### src/rtl/fp_class_seq_pkg.sv
// Shared definitions for the IEEE-754 classifier: class flag indices,
// FSM state encoding and exponent bias helpers.
package fp_class_seq_pkg;

    localparam int SNAN      = 0;
    localparam int QNAN      = 1;
    localparam int INFINITY  = 2;
    localparam int ZERO      = 3;
    localparam int SUBNORMAL = 4;
    localparam int NORMAL    = 5;
    localparam int LAST_FLAG = 6;

    typedef enum logic [1:0] {
        IDLE = 2'd0,
        NORM = 2'd1,
        DONE = 2'd2
    } state_t;

    function automatic int bias_of(input int nexp);
        return (1 << (nexp - 1)) - 1;
    endfunction

    function automatic int emin_of(input int nexp);
        return 1 - bias_of(nexp);
    endfunction

endpackage

### src/rtl/fp_class_seq_norm_step.sv
// One binary-search normalisation step: shift sig left by i when its
// top i bits are all zero.
module fp_norm_step #(
    parameter int W = 11,
    parameter int S = 4
) (
    input  logic [W-1:0] sig,
    input  logic [S-1:0] i,
    output logic [W-1:0] sig_next,
    output logic         taken
);

    always_comb begin
        taken = 1'b1;
        for (int k = 0; k < W; k++) begin
            if ((k >= W - int'(i)) && sig[k]) begin
                taken = 1'b0;
            end
        end
        sig_next = taken ? (sig << i) : sig;
    end

endmodule

### src/rtl/fp_class_seq.sv
// Sequential IEEE-754 classifier/unpacker with iterative subnormal
// normalisation; define FP_CLASS_SEQ_DAZ_EN to flush subnormals to zero.
module fp_class_seq
    import fp_class_seq_pkg::*;
#(
    parameter int NEXP       = 5,
    parameter int NSIG       = 10,
    parameter int CLOG2_NSIG = $clog2(NSIG + 1)
) (
    input  logic                       clk,
    input  logic                       rst,
    input  logic                       in_valid,
    output logic                       in_ready,
    input  logic [NEXP+NSIG:0]         in_f,
    output logic                       out_valid,
    input  logic                       out_ready,
    output logic                       out_sign,
    output logic signed [NEXP+1:0]     out_exp,
    output logic [NSIG:0]              out_sig,
    output logic [LAST_FLAG-1:0]       out_flags
);

    localparam int W    = NSIG + 1;
    localparam int EW   = NEXP + 2;
    localparam int S    = CLOG2_NSIG;
    localparam int BIAS = bias_of(NEXP);
    localparam int EMIN = emin_of(NEXP);

    state_t state;

    logic [NEXP-1:0] e;
    logic [NSIG-1:0] m;
    logic            e_ones, e_zero, m_zero;
    logic            accept;

    state_t               ld_state;
    logic                 ld_valid;
    logic [EW-1:0]        ld_exp;
    logic [W-1:0]         ld_sig;
    logic [LAST_FLAG-1:0] ld_flags;

    assign e      = in_f[NSIG +: NEXP];
    assign m      = in_f[NSIG-1:0];
    assign e_ones = &e;
    assign e_zero = ~|e;
    assign m_zero = ~|m;

    assign in_ready = (state == IDLE) | ((state == DONE) & out_ready);
    assign accept   = in_valid & in_ready;

    always_comb begin
        ld_state = DONE;
        ld_valid = 1'b1;
        ld_exp   = EW'(e);
        ld_sig   = {1'b0, m};
        ld_flags = '0;
        unique case (1'b1)
            e_ones & m_zero:                 ld_flags[INFINITY] = 1'b1;
            e_ones & m[NSIG-1]:              ld_flags[QNAN]     = 1'b1;
            e_ones & ~m_zero & ~m[NSIG-1]:   ld_flags[SNAN]     = 1'b1;
            e_zero & m_zero:                 ld_flags[ZERO]     = 1'b1;
            e_zero & ~m_zero: begin
`ifdef FP_CLASS_SEQ_DAZ_EN
                ld_flags[ZERO] = 1'b1;
                ld_sig         = '0;
`else
                ld_flags[SUBNORMAL] = 1'b1;
                ld_state            = NORM;
                ld_valid            = 1'b0;
`endif
            end
            default: begin
                ld_flags[NORMAL] = 1'b1;
                ld_exp           = EW'(e) - EW'(BIAS);
                ld_sig           = {1'b1, m};
            end
        endcase
    end

`ifndef FP_CLASS_SEQ_DAZ_EN
    localparam logic [S-1:0] I0 = S'(1 << (S - 1));

    logic [S-1:0] i;
    logic [S-1:0] sa;
    logic [S-1:0] sa_n;
    logic [W-1:0] step_sig;
    logic         taken;

    // out_sig doubles as the working significand while in NORM
    fp_norm_step #(
        .W (W),
        .S (S)
    ) u_step (
        .sig      (out_sig),
        .i        (i),
        .sig_next (step_sig),
        .taken    (taken)
    );

    assign sa_n = sa | (taken ? i : '0);
`endif

    always_ff @(posedge clk or posedge rst) begin
        if (rst) begin
            state     <= IDLE;
            out_valid <= 1'b0;
            out_sign  <= 1'b0;
            out_exp   <= '0;
            out_sig   <= '0;
            out_flags <= '0;
`ifndef FP_CLASS_SEQ_DAZ_EN
            i         <= '0;
            sa        <= '0;
`endif
        end else begin
            case (state)
                IDLE, DONE: begin
                    if (accept) begin
                        state     <= ld_state;
                        out_valid <= ld_valid;
                        out_sign  <= in_f[NEXP+NSIG];
                        out_exp   <= ld_exp;
                        out_sig   <= ld_sig;
                        out_flags <= ld_flags;
`ifndef FP_CLASS_SEQ_DAZ_EN
                        i         <= I0;
                        sa        <= '0;
`endif
                    end else if ((state == DONE) && out_ready) begin
                        state     <= IDLE;
                        out_valid <= 1'b0;
                    end
                end
`ifndef FP_CLASS_SEQ_DAZ_EN
                NORM: begin
                    out_sig <= step_sig;
                    sa      <= sa_n;
                    i       <= i >> 1;
                    if (i == S'(1)) begin
                        state     <= DONE;
                        out_valid <= 1'b1;
                        out_exp   <= EW'(EMIN) - EW'(sa_n);
                    end
                end
`endif
                default: state <= IDLE;
            endcase
        end
    end

endmodule

### config.mk
export PLATFORM = sky130hd
export DESIGN_NAME = fp_class_seq
export DESIGN_NICKNAME = d
export VERILOG_FILES = /design/src/rtl/fp_class_seq_pkg.sv /design/src/rtl/fp_class_seq_norm_step.sv /design/src/rtl/fp_class_seq.sv
export SDC_FILE = /design/constraint.sdc
export NUM_CORES = 1
export LEC_CHECK = 0
export ABC_AREA = 1
export CAP_MARGIN = 0
export CELL_PAD_IN_SITES_DETAIL_PLACEMENT = 0
export CELL_PAD_IN_SITES_GLOBAL_PLACEMENT = 1
export CORE_UTILIZATION = 38
export CTS_CLUSTER_SIZE = 28
export DETAILED_ROUTE_END_ITERATION = 8
export HOLD_SLACK_MARGIN = 0.02
export PLACE_DENSITY_LB_ADDON = 0.12
export SLEW_MARGIN = 20
export SYNTH_ARGS = -nofsm -noshare
export SYNTH_HDL_FRONTEND = slang
export SYNTH_HIERARCHICAL = 1
export SYNTH_SLANG_ARGS = --single-unit
### constraint.sdc
create_clock -name clk -period 4 [get_ports clk]
set_clock_uncertainty 0.1 [all_clocks]
set_input_delay 0.8 -clock clk [delete_from_list [all_inputs] [get_ports clk]]
set_output_delay 0.8 -clock clk [all_outputs]
set_load 0.02 [all_outputs]
==> results.json <==
{
  "status": "completed",
  "antenna_left": 0,
  "synth_seq_cells": 35,
  "synth-seq-area-share": 0.307,
  "drive_gt1_frac": 0.0760,
  "synth_nets": 475,
  "cts_resized": 0,
  "cts_tree": "done",
  "synth_edf_count": 0,
  "fin_cells": 586,
  "cp_max_fo": 12,
  "placed_cells": 578,
  "viasPerCell": 4.96,
  "dp_hpwl_mm": 6.20,
  "setup_slack_ns": 0.811,
  "grt_pass1_wl_mm": 13.6,
  "numCtsBuffers": 5,
  "hold_buffers": 0,
  "core_um2": 7250,
  "drv_cap": 0,
  "drc": 0,
  "arrival_ns": 3.31,
  "ys.flop_type": "dfrtp_1",
  "worstSetupPathType": "flip-flop to flip-flop",
  "final_cell_mix": "nand2_1, nand3_1, clkdlybuf4s50_1, inv_1, dfrtp_1",
  "clock_path_buffers": 2,
  "nFillCells": 792,
  "start_kind": "flip-flop",
  "die_h_um": 88.6,
  "wl_mm": 8.08,
  "synth_cells": 446,
  "place.gp.congestion": 0.865,
  "layout_min_cycle_time_ns": 3.19,
  "tightest_slew_ns": 0.664,
  "whs_ns": 0.384,
  "num_rows": 31,
  "syn_to_final_growth_pct": 20.7,
  "grt_pass1_vias": 2803,
  "num_antenna_cells": 0,
  "drt-wirelength-per-cell_um": 13.8,
  "place_ws_ns": 0.844,
  "peakVddDrop_mv": 0.245,
  "io_buffer_count": 46,
  "syn-cell-area_um2": 2850,
  "setup_viol": 0,
  "fmax_mhz": 314,
  "antenna_found_initial": 0,
  "hold_path_class": "flip-flop to flip-flop",
  "hold_viol_final": 0,
  "cts_sinks": 35,
  "final_nets": 515,
  "rsz0062_at_grt": "no",
  "yosys_warnings": 6,
  "end_kind": "flip-flop",
  "via_count": 2905,
  "post_cts_buffers": 0,
  "period_share": 0.797,
  "htreeDepth": 2,
  "syn_area_per_cell_um2": 6.40,
  "drtPass1Iterations": 4,
  "die_w_um": 88.6,
  "grt_max_degree": 23,
  "async_flop_share": 1.00,
  "max_slew_margin": 0.557,
  "final_common_cell": "nand2_1",
  "r2r_slack_ns": 0.81,
  "clk_pin_slew_ns": 0.08,
  "p_leak_uw": 0.00172,
  "drt_iter0_drc": 189,
  "pin_count": 47,
  "clk_latency_ns": 0.29,
  "fin_setup_tns_ns": 0,
  "ys_types": 30,
  "start_util": 0.393,
  "die_area_um2": 7860,
  "slew_violations": 0,
  "power.total_uw": 1150,
  "clockRootBuffer": "clkbuf_8",
  "p_per_area_nw_per_um2": 333,
  "cp.required_ns": 4.12,
  "grt_use_total": 0.227,
  "gr-total-overflow": 0
}
## stage by stage
| stage | utilization | area (um^2) |
|---|---|---|
| 5_1_grt | 0.475 | 3440 |
| 4_1_cts | 0.475 | 3440 |
| 3_3_place_gp | 0.461 | 3340 |
| 3_5_place_dp | 0.461 | 3340 |
| 6_report | 0.475 | 3440 |
| 2_1_floorplan | - | 2850 |
## worst paths after layout
path / startpoint / endpoint / cells past startpoint
min in group asynchronous: rst / out_sig[4] / 2
hold / removal: out_exp[4] / out_exp[4] / 2
hold reg to reg: out_exp[4] / out_exp[4] / 2
setup / recovery: i[3] / out_exp[2] / 20
max in group asynchronous: rst / state[0] / 3
setup reg to reg: i[3] / out_exp[2] / 20
## final cells by class
class,instances,area [um^2],area share
clock buffer,8,100,0.0291
inverter,46,180,0.0523
multi-input combinational,347,1670,0.484
sequential,35,876,0.254
tap,99,124,0.0360
timing repair buffer,51,498,0.145
## state kept, by name, summed over array words and instances, names as in the netlist
register and count:
out_flags 6, out_sign 1, sa 4, i 4, out_sig 11, out_exp 6
state 2, out_valid 1
## synthesized netlist by cell type (6+ instances only)
cell     count  area (um^2)
dfrtp_1     35          876
nand3_1     57          285
o21ai_0     15         75.1
a21oi_1      6         30.0
nand4_1     16          100
ha_1         9          113
nor2_1      29          109
nand2_1    179          672
inv_1       38          143
buf_4        9         67.6
buf_2        6         30.0
## report_power, final
part	switching [uW]	total, uW	leakage, uW	internal (uW)
logic	238	405	0.00123	168
registers	60.8	453	0.000441	393
clock network	132	289	0.0000515	157
total	430	1150	0.00172	718
## routing by layer
metal	vias up	wire [um]	global-route usage
met4	0	151	0.0733
li1	1519	-	-
met5	-	0	0
met1	1303	3790	0.300
met3	13	356	0.0364
met2	70	3780	0.379
## worst max-delay path, stage by stage (launching register included)
cell,delay [ns]
dfrtp_1,0.38
inv_1,0.22
ha_1,0.33
nand2_1,0.14
clkinv_1,0.14
nand3_1,0.09
nand2_1,0.05
nand3b_1,0.09
nand2_1,0.10
nor2_4,0.23
nand3_2,0.26
inv_1,0.18
nand2_1,0.07
nand2_1,0.12
ha_1,0.16
inv_1,0.05
nand2_1,0.05
nand2_1,0.06
nor2_1,0.11
nor2_1,0.06
a21oi_2,0.12
## cell families (layout without fill, tap and decap cells)
logic type | count (synthesis) | count (layout) | synth area share
simple gates | 299 | 299 | 0.461
buf+inv | 64 | 105 | 0.109
compound gates | 38 | 38 | 0.0803
flops | 35 | 35 | 0.307
fa+ha+maj | 9 | 9 | 0.0395
xor+xnor | 1 | 1 | 0.00307
Note: power is estimated with default switching activity, not from simulation.
